### config.mk
export PLATFORM = sky130hd
export DESIGN_NAME = cal_lable_render_ctrl
export DESIGN_NICKNAME = d
export VERILOG_FILES = /design/src/rtl/cal_lable_pkg.sv /design/src/rtl/cal_lable_skid.sv /design/src/rtl/cal_lable_render_ctrl.sv
export SDC_FILE = /design/constraint.sdc
export NUM_CORES = 1
export LEC_CHECK = 0
export BUFFER_PORTS_ARGS = -buffer_cell sky130_fd_sc_hd__buf_2
export CAP_MARGIN = 5
export CORE_MARGIN = 2
export CORE_UTILIZATION = 58
export CTS_CLUSTER_DIAMETER = 100
export CTS_CLUSTER_SIZE = 10
export DETAILED_ROUTE_END_ITERATION = 12
export PLACE_DENSITY = 0.8
export SYNTH_ARGS = -nofsm -noshare
export SYNTH_HDL_FRONTEND = slang
export SYNTH_SLANG_ARGS = --single-unit
### constraint.sdc
create_clock -name clk_i -period 2.91 [get_ports clk_i]
set_clock_uncertainty 0.15 [all_clocks]
set_input_delay 0.291 -clock clk_i [delete_from_list [all_inputs] [get_ports clk_i]]
set_output_delay 0.291 -clock clk_i [all_outputs]
set_load 0.005 [all_outputs]
### src/rtl/cal_lable_pkg.sv
// -----------------------------------------------------------------------------
// cal_lable_pkg
// Shared types and widths for the calendar day-label renderer.
// CAL_POS_CNT normally comes from the calendar draw defines. The default of 7
// (MON..SUN) below only applies when those defines are not in the build.
// -----------------------------------------------------------------------------
`ifndef CAL_POS_CNT
`define CAL_POS_CNT 7
`endif

package cal_lable_pkg;

  localparam int PIX_X_W = 12;
  localparam int PIX_Y_W = 12;
  localparam int FB_AW   = 19;
  localparam int POS_CNT = `CAL_POS_CNT;
  localparam int POS_W   = $clog2(POS_CNT);

  typedef enum logic [1:0] {
    IDLE  = 2'd0,
    SCAN  = 2'd1,
    DRAIN = 2'd2,
    DONE  = 2'd3
  } state_t;

  // One frame-buffer write: target address plus the pixel value.
  typedef struct packed {
    logic [FB_AW-1:0] addr;
    logic             data;
  } wr_beat_t;

endpackage

### src/rtl/cal_lable_skid.sv
// -----------------------------------------------------------------------------
// cal_lable_skid
// Small FIFO of write beats between the label ROM return path and the
// frame-buffer write port. Depth is sized by the caller so the credit logic
// can never push into a full buffer.
// -----------------------------------------------------------------------------
module cal_lable_skid
  import cal_lable_pkg::*;
#(
  parameter int DEPTH = 2,
  parameter int CNT_W = $clog2(DEPTH + 1)
) (
  input  logic             clk_i,
  input  logic             rst_i,
  input  logic             push,
  input  wr_beat_t         push_beat,
  input  logic             pop,
  output wr_beat_t         head,
  output logic             empty,
  output logic [CNT_W-1:0] count
);

  localparam int PTR_W = (DEPTH > 1) ? $clog2(DEPTH) : 1;

  wr_beat_t         mem [DEPTH];
  logic [PTR_W-1:0] wr_ptr;
  logic [PTR_W-1:0] rd_ptr;

  function automatic logic [PTR_W-1:0] ptr_inc(input logic [PTR_W-1:0] p);
    return (p == PTR_W'(DEPTH - 1)) ? '0 : p + 1'b1;
  endfunction

  // Beat storage.
  // NOTE: the storage array is deliberately not reset; an entry is only ever
  // observed while count says it is occupied, and it is always written first.
  always_ff @(posedge clk_i) begin
    if (push) mem[wr_ptr] <= push_beat;
  end

  // Read/write pointers and occupancy.
  // NOTE: sequential state uses non-blocking assignments so every flop samples
  // pre-edge values regardless of statement order.
  always_ff @(posedge clk_i or negedge rst_i) begin
    if (!rst_i) begin
      wr_ptr <= '0;
      rd_ptr <= '0;
      count  <= '0;
    end else begin
      if (push) wr_ptr <= ptr_inc(wr_ptr);
      if (pop)  rd_ptr <= ptr_inc(rd_ptr);
      count <= count + CNT_W'(push) - CNT_W'(pop);
    end
  end

  assign empty = (count == '0);
  assign head  = mem[rd_ptr];

endmodule

### src/rtl/cal_lable_render_ctrl.sv
// -----------------------------------------------------------------------------
// cal_lable_render_ctrl
// Scans a WIN_X x WIN_Y window over one day label, feeds the coordinates to the
// label pixel block and streams the returned pixels to the frame buffer.
// Optional feature macro: CAL_LBL_RENDER_INV_EN adds hl_i; when latched high
// every written pixel is inverted to highlight the current day.
// -----------------------------------------------------------------------------
module cal_lable_render_ctrl
  import cal_lable_pkg::*;
#(
  parameter int WIN_X     = 132,
  parameter int WIN_Y     = 30,
  parameter int RD_LAT    = 1,
  parameter int FB_STRIDE = 640
) (
  input  logic               clk_i,
  input  logic               rst_i,
  input  logic               start_i,
  input  logic [POS_W-1:0]   pos_i,
  input  logic [FB_AW-1:0]   fb_base_i,
`ifdef CAL_LBL_RENDER_INV_EN
  input  logic               hl_i,
`endif
  output logic               busy_o,
  output logic               done_o,
  output logic [POS_W-1:0]   lbl_pos_o,
  output logic [PIX_X_W-1:0] lbl_x_o,
  output logic [PIX_Y_W-1:0] lbl_y_o,
  input  logic               lbl_pix_i,
  output logic               wr_valid_o,
  input  logic               wr_ready_i,
  output logic [FB_AW-1:0]   wr_addr_o,
  output logic               wr_data_o
);

  // Buffer holds every beat that can be outstanding, so a returning pixel
  // always has a slot.
  localparam int DEPTH = RD_LAT + 1;
  localparam int CNT_W = $clog2(DEPTH + 1);
  localparam int CR_W  = $clog2(2 * DEPTH + 1) + 1;

  state_t           state, state_nxt;
  logic [FB_AW-1:0] row_base;
  logic [FB_AW-1:0] addr_cur;
  logic             hl_in;
  logic             hl_q;
  logic             start_ok;
  logic             x_last;
  logic             last_xy;
  logic             issue;
  logic             pop;
  logic             fifo_empty;
  logic [CNT_W-1:0] occ;
  logic [CR_W-1:0]  in_flight;
  logic             dl_valid [RD_LAT];
  logic [FB_AW-1:0] dl_addr  [RD_LAT];
  wr_beat_t         push_beat;
  wr_beat_t         head_beat;
  wr_beat_t         last_beat;

`ifdef CAL_LBL_RENDER_INV_EN
  assign hl_in = hl_i;
`else
  assign hl_in = 1'b0;
`endif

  assign start_ok = (state == IDLE) && start_i;
  assign x_last   = (lbl_x_o == PIX_X_W'(WIN_X - 1));
  assign last_xy  = x_last && (lbl_y_o == PIX_Y_W'(WIN_Y - 1));
  assign addr_cur = row_base + FB_AW'(lbl_x_o);
  assign pop      = wr_valid_o && wr_ready_i;

  // Count reads still travelling through the ROM delay line.
  always_comb begin
    in_flight = '0;
    for (int i = 0; i < RD_LAT; i++) in_flight = in_flight + CR_W'(dl_valid[i]);
  end

  // Credit: a beat leaving the buffer this cycle frees its slot at the same
  // edge, which is what lets a ready-high sink see one write every cycle.
  assign issue = (state == SCAN) &&
                 ((CR_W'(occ) + in_flight) < (CR_W'(DEPTH) + CR_W'(pop)));

  // FSM state register.
  always_ff @(posedge clk_i or negedge rst_i) begin
    if (!rst_i) state <= IDLE;
    else        state <= state_nxt;
  end

  // Next state and status outputs.
  // NOTE: every output of this block gets a default first so no path through
  // the case statement can infer a latch.
  always_comb begin
    state_nxt = state;
    busy_o    = 1'b0;
    done_o    = 1'b0;
    unique case (state)
      IDLE: begin
        if (start_i) state_nxt = SCAN;
      end
      SCAN: begin
        busy_o = 1'b1;
        if (issue && last_xy) state_nxt = DRAIN;
      end
      DRAIN: begin
        busy_o = 1'b1;
        if (fifo_empty && (in_flight == '0)) state_nxt = DONE;
      end
      DONE: begin
        done_o    = 1'b1;
        state_nxt = IDLE;
      end
      default: state_nxt = IDLE;
    endcase
  end

  // Job latch, raster x/y counters and row-base accumulator.
  always_ff @(posedge clk_i or negedge rst_i) begin
    if (!rst_i) begin
      lbl_x_o   <= '0;
      lbl_y_o   <= '0;
      lbl_pos_o <= '0;
      row_base  <= '0;
      hl_q      <= 1'b0;
    end else if (start_ok) begin
      lbl_x_o   <= '0;
      lbl_y_o   <= '0;
      lbl_pos_o <= pos_i;
      row_base  <= fb_base_i;
      hl_q      <= hl_in;
    end else if (issue && !last_xy) begin
      if (x_last) begin
        lbl_x_o  <= '0;
        lbl_y_o  <= lbl_y_o + 1'b1;
        row_base <= row_base + FB_AW'(FB_STRIDE);
      end else begin
        lbl_x_o <= lbl_x_o + 1'b1;
      end
    end
  end

  // Delay line matching the ROM latency: carries {valid, addr} per read.
  always_ff @(posedge clk_i or negedge rst_i) begin
    if (!rst_i) begin
      for (int i = 0; i < RD_LAT; i++) begin
        dl_valid[i] <= 1'b0;
        dl_addr[i]  <= '0;
      end
    end else begin
      dl_valid[0] <= issue;
      dl_addr[0]  <= addr_cur;
      for (int i = 1; i < RD_LAT; i++) begin
        dl_valid[i] <= dl_valid[i-1];
        dl_addr[i]  <= dl_addr[i-1];
      end
    end
  end

  assign push_beat.addr = dl_addr[RD_LAT-1];
  assign push_beat.data = lbl_pix_i ^ hl_q;

  cal_lable_skid #(
    .DEPTH (DEPTH),
    .CNT_W (CNT_W)
  ) u_skid (
    .clk_i     (clk_i),
    .rst_i     (rst_i),
    .push      (dl_valid[RD_LAT-1]),
    .push_beat (push_beat),
    .pop       (pop),
    .head      (head_beat),
    .empty     (fifo_empty),
    .count     (occ)
  );

  // Remember the last accepted beat so the write port holds it when idle.
  always_ff @(posedge clk_i or negedge rst_i) begin
    if (!rst_i)   last_beat <= '0;
    else if (pop) last_beat <= head_beat;
  end

  assign wr_valid_o = !fifo_empty;
  assign wr_addr_o  = fifo_empty ? last_beat.addr : head_beat.addr;
  assign wr_data_o  = fifo_empty ? last_beat.data : head_beat.data;

endmodule

==> run summary, run 1 <==
The run finished with clean final reports. The final total negative setup slack came out at 0 ns. The gate count after technology mapping is just under 600. Clock-pin slew was measured on the worst setup and hold paths at around 0.06 ns. In this run, flip-flops and latches consume a little over 40% of the power. Once the clock tree was built, the setup fixing pass inserted 0 buffers. The DRC marker count from the first detailed-route iteration came out at about 470. Of the cells placed in the final design, the portion with a size suffix greater than 1 is roughly 18%. The post-layout worst setup margin is 0.2090 ns. In this run the worst path has a maximum fanout of 9.

The buffer and inverter count on the worst path is 0. The final estimated routing congestion in global placement is around 0.87. The clock buffer count from CTS is 17.

For the worst setup path, the data required time is ~3.2 ns. For this block, the routed nets add up to between 10,000 and 15,000 µm of wire. The post-placement worst setup slack came out at between 0.2 and 0.3 ns.

The count of H-tree levels built during CTS is 4. The floorplan die area came out at roughly 0.012 mm². The path length in cells of the critical path came out at 6. The area of the core region is roughly 0.011 mm². Counting instances in the post-synthesis netlist gives the leading cell types as dfrtp_1, nand2_1, nor2_1. The power density normalized to cell area is 895.5 mW/mm². The top-level I/O count is 77. The clock root buffer is clkbuf_8. Leaving out filler cells and counting taps, the final layout contains 843.

The final global-route overflow total came out at 0. TritonCTS built the clock tree. The leakage power figure came out at 3.518 nW.

The die is roughly 110 µm tall. The fraction of power consumed by combinational cells is 30.4%. The count of nets left with antenna violations once routing finished came out at 0. The total count of max-transition violations in the final report is 0. The synthesized design contains about 130 register bits. The worst setup path is launched from a flip-flop. The detailed-route wire length per cell is ~16 µm. The number of nets handed over by synthesis was roughly 640. The source-to-sink clock delay at the later pin of the worst-skew pair is 0.52 ns. By area the synthesized netlist is led by dfrtp_1, edfxtp_1, ha_1.

The worst endpoint data arrival time came out at ~3.0 ns. The critical path endpoint category is a flip-flop. Setup repair after global routing left no endpoint under its margin. The number of sinks on the clock net came out at 132. After clock tree synthesis, the repair step resized 0 gates.

For this design the total switching power over the nets is approximately 0.0023 W. The number of placement rows came out at 38. The instance count after placement with tap cells included is between 700 and 800. The pin slew with the least headroom to its limit is around 0.94 ns. The number of cell instances on the worst register-to-register path is 6.

The iteration count of the initial detailed-routing pass is 5. Entering global routing, the biggest net connects between 50 and 60 pins. The synthesized netlist contains 57 unique library cells. The post-synthesis instance area came out at 0.006300 mm². The number of global-route vias before repair is ~4,800.

The tightest min-delay check is of the input port to flip-flop type. The number of buffers added to fix hold violations after cts is 25. After detailed routing, the number of remaining DRC violations is 0.

Headroom to the max-slew limit came out at 37.01%. The number of nets at the end of the flow came out at 743. The global-route wire length before repair came out at between 20,000 and 25,000 µm. With fillers left out, the area of the finished cells amounts to 0.007665 mm². Of the synthesized area, sequential elements account for between 50% and 60%. The total routing resource utilization after global routing came out at 25.24%.

The final HPWL from detailed placement is 9215 µm. The switching part of the total came out at about a third. The flip-flop cell with the highest count after synthesis is dfrtp_1. The repair_antennas step left the layout with diodes totalling 0.

The number of violations of the max-capacitance limit came out at 0. The internal power consumption came out at roughly 0.0046 W. Of the available clock period, the critical path in the final layout requires between 90% and 100%. In this run the cell area measured after placement is between 0.006 and 0.007 mm².

IR analysis of the VDD net gives a maximum drop of roughly 520 µV. The total number of vias came out at between 4,000 and 5,000. The maximum achievable frequency came out at 370.2 MHz.

The proportion of power drawn by the clock network is a little under 30%. The most frequently used cell type in the post-synthesis netlist is dfrtp_1. The number of buffers between clock root and the deepest sink is 2. The count of endpoints failing hold in the final timing report came out at 0. The count of buffers from port buffering came out at 76. The worst path needs approximately 2.7 ns of the cycle, external delays included.

From synthesis to final layout, the design area changed by 21.67%. For this run, the slowest stage of the critical path takes approximately 0.66 ns. Once layout is complete, the utilization of the core stands at between 70% and 80%. The number of warnings issued by yosys came out at 0.

The initial antenna violation count is 0. In the routed layout, each cell is associated on average with a via count of between 5 and 6. The critical path goes through ha_1 -> nor4b_4 -> nand4_4 -> or4_1 -> or3_1 -> a21oi_1. The number of cells on the worst hold path is 4. Of all cell types, the one taking the most synthesized area is dfrtp_1.

The kind of cell with the highest combined delay along the critical path is simple AND/OR/NAND/NOR gates. The fraction of registers with async set or reset after synthesis is a little over two thirds. The worst setup path is of the flip-flop to flip-flop kind.

From left edge to right edge, the die measures about 110 µm. The mean post-synth cell area is 10.79 µm². The number of enable flip-flop cells after synthesis came out at 40.

The final setup violation count is 0. The initial utilization of the core area, before any placement, comes to between 50% and 60%. The slowest stage of the critical path is the or4_1 cell. The share of the synthesized area in the top cell type came out at between 30% and 40%.
-- placed cells by master, fill, tap and decap left out, types with 4 or more instances in the layout --
master         synthesis  routed
nand2_1               71      71
buf_2                  5      75
or3_1                 10      10
o21ai_1                4       4
o31ai_1                4       4
nor4_1                 8       8
xor2_1                 6       6
clkbuf_16              0      16
edfxtp_1              40      40
ha_1                  25      25
o21ai_0               40      40
dlygate4sd3_1          0      25
and3_1                 9       9
a31oi_1               15      15
nand4_1                5       5
clkbuf_1              18       4
nor3_1                 8       8
nand3_1               13      13
and2_1                 4       4
o21a_1                 5       5
mux2i_1               23      23
nor2_1                43      43
buf_4                  0      13
dfrtp_1               92      92
xnor2_1               24      24
a21oi_1               42      42
inv_1                 15      15
a21o_1                 5       5
-- per-layer routing --
metal  part of all wire, %  track usage, %  vias up  routed length [µm]
li1                      -               -     2317                   -
met1                    44           33.98     2366                6087
met2                    49           41.06      180                6676
met3                   4.7           4.159       32                 641
met4                   2.4           10.35        0                 328
met5                     0               0        -                   0
-- logic make-up (layout without fill, tap and decap cells) --
group / Yosys count / count (layout) / share of synthesized area (%)
AND/OR/NAND/NOR: 191 / 191 / 15.19
AO/OA/AOI/OAI: 136 / 136 / 12.77
flip-flops: 132 / 132 / 55.61
buffers and inverters: 43 / 162 / 2.780
XOR/XNOR: 30 / 30 / 4.171
adder cells (fa/ha/maj): 26 / 26 / 5.283
multiplexers: 26 / 26 / 4.191
-- through the flow --
step	hold slack [ns]	power, W
2_1_floorplan	-0.1546	0.004090
3_3_place_gp	0.2119	0.004693
3_5_place_dp	0.2190	0.004831
4_1_cts	0.1568	0.006889
5_1_grt	0.1747	0.007263
6_report	0.1660	0.006864
-- power by group through the flow --
| stage | combinational [W] | sequential [W] | clock, W |
|---|---|---|---|
| finish | 0.00209 | 0.00276 | 0.00201 |
| global route | 0.00233 | 0.00281 | 0.00212 |
| CTS | 0.00209 | 0.00276 | 0.00204 |
| detailed placement | 0.00204 | 0.00279 | 0 |
| global placement | 0.00195 | 0.00274 | 0 |
| floorplan | 0.00140 | 0.00269 | 0 |
-- tightest hold or removal path, stage by stage --
cell	delay (ns)
buf_2	0.12
nand2b_1	0.14
nand3_1	0.15
mux2i_1	0.09
-- flip-flops by register name, summed over array words and instances (netlist names) --
name,cells
row_base,19
u_skid.wr_ptr,1
lbl_x_o,12
state,2
u_skid.count,2
lbl_y_o,12
u_skid.rd_ptr,1
dl_addr,19
last_beat,20
dl_valid,1
lbl_pos_o,3
u_skid.mem,40
-- layout make-up --
| type | count | area, µm² |
|---|---|---|
| Clock buffer | 23 | 456.7 |
| Multi-Input combinational cell | 409 | 2621 |
| Inverter | 16 | 60.06 |
| Tap cell | 140 | 175.2 |
| Sequential cell | 132 | 3503 |
| Timing Repair Buffer | 114 | 743.2 |
| Clock inverter | 9 | 105.1 |
| Fill cell | 741 | 3033 |
-- final timing paths --
kind | startpoint | end | slack, ns
worst max register to register | lbl_x_o[1] | lbl_y_o[11] | 0.21
min in group asynchronous | rst_i | last_beat[1] | 0.20
worst min register to register | dl_addr[9] | u_skid.mem[1][10] | 0.29
worst min-delay path | start_i | state[0] | 0.17
max in group asynchronous | rst_i | lbl_y_o[10] | 1.74
worst max-delay path | lbl_x_o[1] | lbl_y_o[11] | 0.21
Power figures use the tool's default switching activity.
==> run 2, diff against run 1 <==
--- a/config.mk
+++ b/config.mk
@@ -7,12 +7,14 @@
 export LEC_CHECK = 0
 export BUFFER_PORTS_ARGS = -buffer_cell sky130_fd_sc_hd__buf_2
 export CAP_MARGIN = 5
-export CORE_MARGIN = 2
-export CORE_UTILIZATION = 58
+export CELL_PAD_IN_SITES_DETAIL_PLACEMENT = 1
+export CELL_PAD_IN_SITES_GLOBAL_PLACEMENT = 1
+export CORE_MARGIN = 3
+export CORE_UTILIZATION = 46
 export CTS_CLUSTER_DIAMETER = 100
 export CTS_CLUSTER_SIZE = 10
 export DETAILED_ROUTE_END_ITERATION = 12
-export PLACE_DENSITY = 0.8
+export PLACE_DENSITY_LB_ADDON = 0.1
 export SYNTH_ARGS = -nofsm -noshare
 export SYNTH_HDL_FRONTEND = slang
 export SYNTH_SLANG_ARGS = --single-unit
==> run 2 against run 1 <==
  * First-iteration DRC count down 69%
  * Combinational power up 5%
  * Sequential power is 1% lower
  * Power up 1.3%
  * Critical path type unchanged
==> run summary, run 2 (same netlist as run 1, synthesis figures left out) <==
The time the worst path needs with I/O delays and setup came to 2.729 ns (+0.02841 ns). The die outline height is 123.0 µm (+14%). The final setup violation count is 0 (unchanged). The final estimated routing congestion in global placement came out at 0.8201 (-6.2%).

The pin slew with the least headroom to its limit was 0.6571 ns (-0.2877 ns). The maximum achievable frequency is 366.4 MHz (-1.0%). In this run the most critical hold path is launched from fb_base_i[17]. The critical-path maximum fanout is 9 (unchanged). The worst setup path is of the flip-flop to flip-flop kind. The source-to-sink clock delay at the later pin of the worst-skew pair is 0.42 ns (-0.10 ns).

The minimum setup slack among reg-to-reg paths came out at 0.18 ns (-0.03 ns). The number of violations of the max-capacitance limit came to 0 (unchanged). The largest stage delay on the critical path is 0.70 ns (+0.04 ns). The area of all sequential standard cells is 0.003503 mm² (unchanged).

The clock-pin slew on the worst setup and hold paths is 0.06 ns (about the same). The library cells used most frequently in the layout, excluding fill and tap cells, are dfrtp_1, buf_2, nand2_1. The final HPWL from detailed placement is 10,630 µm (+15%). The number of nets at the end of the flow came out at 743 (unchanged).

The power after layout came out at 0.006954 W (+1.3%). The DRC marker count from the first detailed-route iteration is 144 (-69%). The worst endpoint data arrival time is 2.92 ns (-0.08 ns). The global-route wire length before repair came out at 25,470 µm (+11%). The worst min-delay path category is input port to flip-flop. The number of flip-flops under the largest register name came out at 40 (unchanged). The number of antenna cells inserted came out at 0 (unchanged).

The global-route met1 utilization is 28.62% (-5.4 points). The fraction of layout cells with a size suffix above 1 is 18.92% (+0.71 points). The number of buffers inserted to repair setup after CTS was 0 (unchanged). The via density per instance came to 5.521 (-4.9%).

The non-filler instance count after layout came to 879 (+4.3%). The leakage power figure was 3.528 nW (+0.28%). The floorplan die area came to 0.01514 mm² (+29%). For this design, the slowest cell found on the critical path is or4_1. The iteration count of the initial detailed-routing pass came out at 4 (-1). The data required time at the worst endpoint came out at 3.10 ns (-0.10 ns). The number of buffers between clock root and the deepest sink came out at 2 (unchanged). The count of filler cells inserted in the layout came out at 1,459 (+97%). The clock root buffer is clkbuf_16. The post-placement worst setup slack is 0.2075 ns (-0.05378 ns).

The initial core utilization came to 47.38% (-12 points). The hold slack is 0.02271 ns (-0.1433 ns). The initial antenna violation count came out at 0 (unchanged). The count of endpoints failing hold in the final timing report came out at 0 (unchanged). The area of the core region is 0.01330 mm² (+24%). The count of H-tree levels built during CTS came out at 4 (unchanged). The routed wire length is 15,210 µm (+11%). The flow ran to the end, and the final reports show no timing, DRC or antenna violations. The post-layout worst setup margin came to 0.1806 ns (-0.02841 ns). The relative area change from synthesis to final layout is 22.07%. The number of cell instances on the worst register-to-register path came out at 6 (unchanged). The power density normalized to cell area was 904.3 mW/mm² (+0.98%). The number of remaining DRC errors came out at 0 (unchanged). The width of the chip was 123.0 µm (+14%). The most critical setup path has its startpoint at lbl_x_o[1]. The total number of vias came out at 4,853 (-0.86%). The layer with the highest usage is met2.

The global routing met2 resource utilization is 36.01% (-5.1 points). The count of nets left with antenna violations after detail routing is 0 (unchanged). Setup repair after global routing left no endpoint under its margin. The instance count after placement with tap cells included came out at 827 (+5.2%). The count of buffers from port buffering is 76 (unchanged). The final global-route overflow total is 0 (unchanged).

The post-route fraction of the period consumed by the critical path is 93.79% (+0.98 points). The critical path endpoint category is a flip-flop. The total routing resource utilization after global routing came out at 21.63% (-3.6 points). STA classifies the critical path startpoint as a flip-flop. The total count of max-transition violations in the final report was 0 (unchanged). The register with the most flip-flops in the final layout is u_skid.mem. The largest net degree at the start of global routing came out at 49 (-5.8%). Leaving out fill and tap cells, the most frequent cell in the layout is dfrtp_1.

TritonCTS built the clock tree. The worst register-to-register path begins at lbl_x_o[1]. The area taken by multi-input logic gates is 0.002621 mm² (unchanged). The clock buffer count from CTS is 17 (unchanged). The final total negative setup slack came out at 0 ns (unchanged).

The number of cells on the worst hold path is 3 (-1). The peak supply drop was 515.7 µV (-0.66%). The worst relative slew slack is 56.19% (+19 points). In the final layout, the registers with the most flip-flops are u_skid.mem x40, last_beat x20.

The top-level I/O count is 77 (unchanged). The detailed-route wire length per cell came out at 17.30 µm (+6.2%). The number of global-route vias before repair was 5,015 (+4.8%). The number of placement rows came out at 42 (+11%).

The routing usage on met3 came to 4.437% (+0.28 points). The critical path goes through ha_1 -> nor4b_4 -> nand4_4 -> or4_1 -> or3_1 -> a21oi_1. The number of sinks on the clock net came out at 132 (unchanged).
-- run 2: stage by stage --
step	area, µm²	utilization (%)
after CTS	7690	57.84
after floorplan	6300	-
after global placement	6935	52.16
after global routing	7690	57.84
after detailed placement	6935	52.16
final	7690	57.84
-- run 2: worst paths after layout --
| check | end |
|---|---|
| worst max-delay path | lbl_y_o[11] |
| worst min-delay path | row_base[17] |
| worst max register to register | lbl_y_o[11] |
| worst min register to register | u_skid.mem[0][13] |
| max in group asynchronous | lbl_x_o[2] |
| min in group asynchronous | last_beat[5] |
-- run 2: layer usage --
metal | share of wire (%) | up-vias
li1 | - | 2318
met1 | 46 | 2423
met2 | 49 | 96
met3 | 3.6 | 16
met4 | 1.4 | 0
met5 | 0 | -
-- run 2: final cells by class --
| type | count | area share, % |
|---|---|---|
| Clock buffer | 21 | 5.727 |
| Clock inverter | 11 | 1.481 |
| Inverter | 16 | 0.7810 |
| Multi-Input combinational cell | 409 | 34.09 |
| Sequential cell | 132 | 45.56 |
| Tap cell | 176 | 2.864 |
| Timing Repair Buffer | 114 | 9.502 |
-- run 2: power breakdown --
part,internal [W],switching [W],total [W]
Sequential,0.00245,0.000270,0.00272
Clock,0.00125,0.000778,0.00203
Combinational,0.000904,0.00130,0.00220
Total,0.00461,0.00235,0.00695
-- run 2: repair_timing --
item | 4_1_cts | 5_1_grt
hold buffers | 20 | 0
hold endpoints to repair | 66 | 0
gates resized for setup | 0 | 0
-- run 2: worst max-delay path: cells and delay by family (launching register included) --
kind                     cells  cell delay (ns)
AO/OA/AOI/OAI                1             0.16
flip-flops                   1             0.43
adder cells (fa/ha/maj)      1             0.30
AND/OR/NAND/NOR              4             1.60
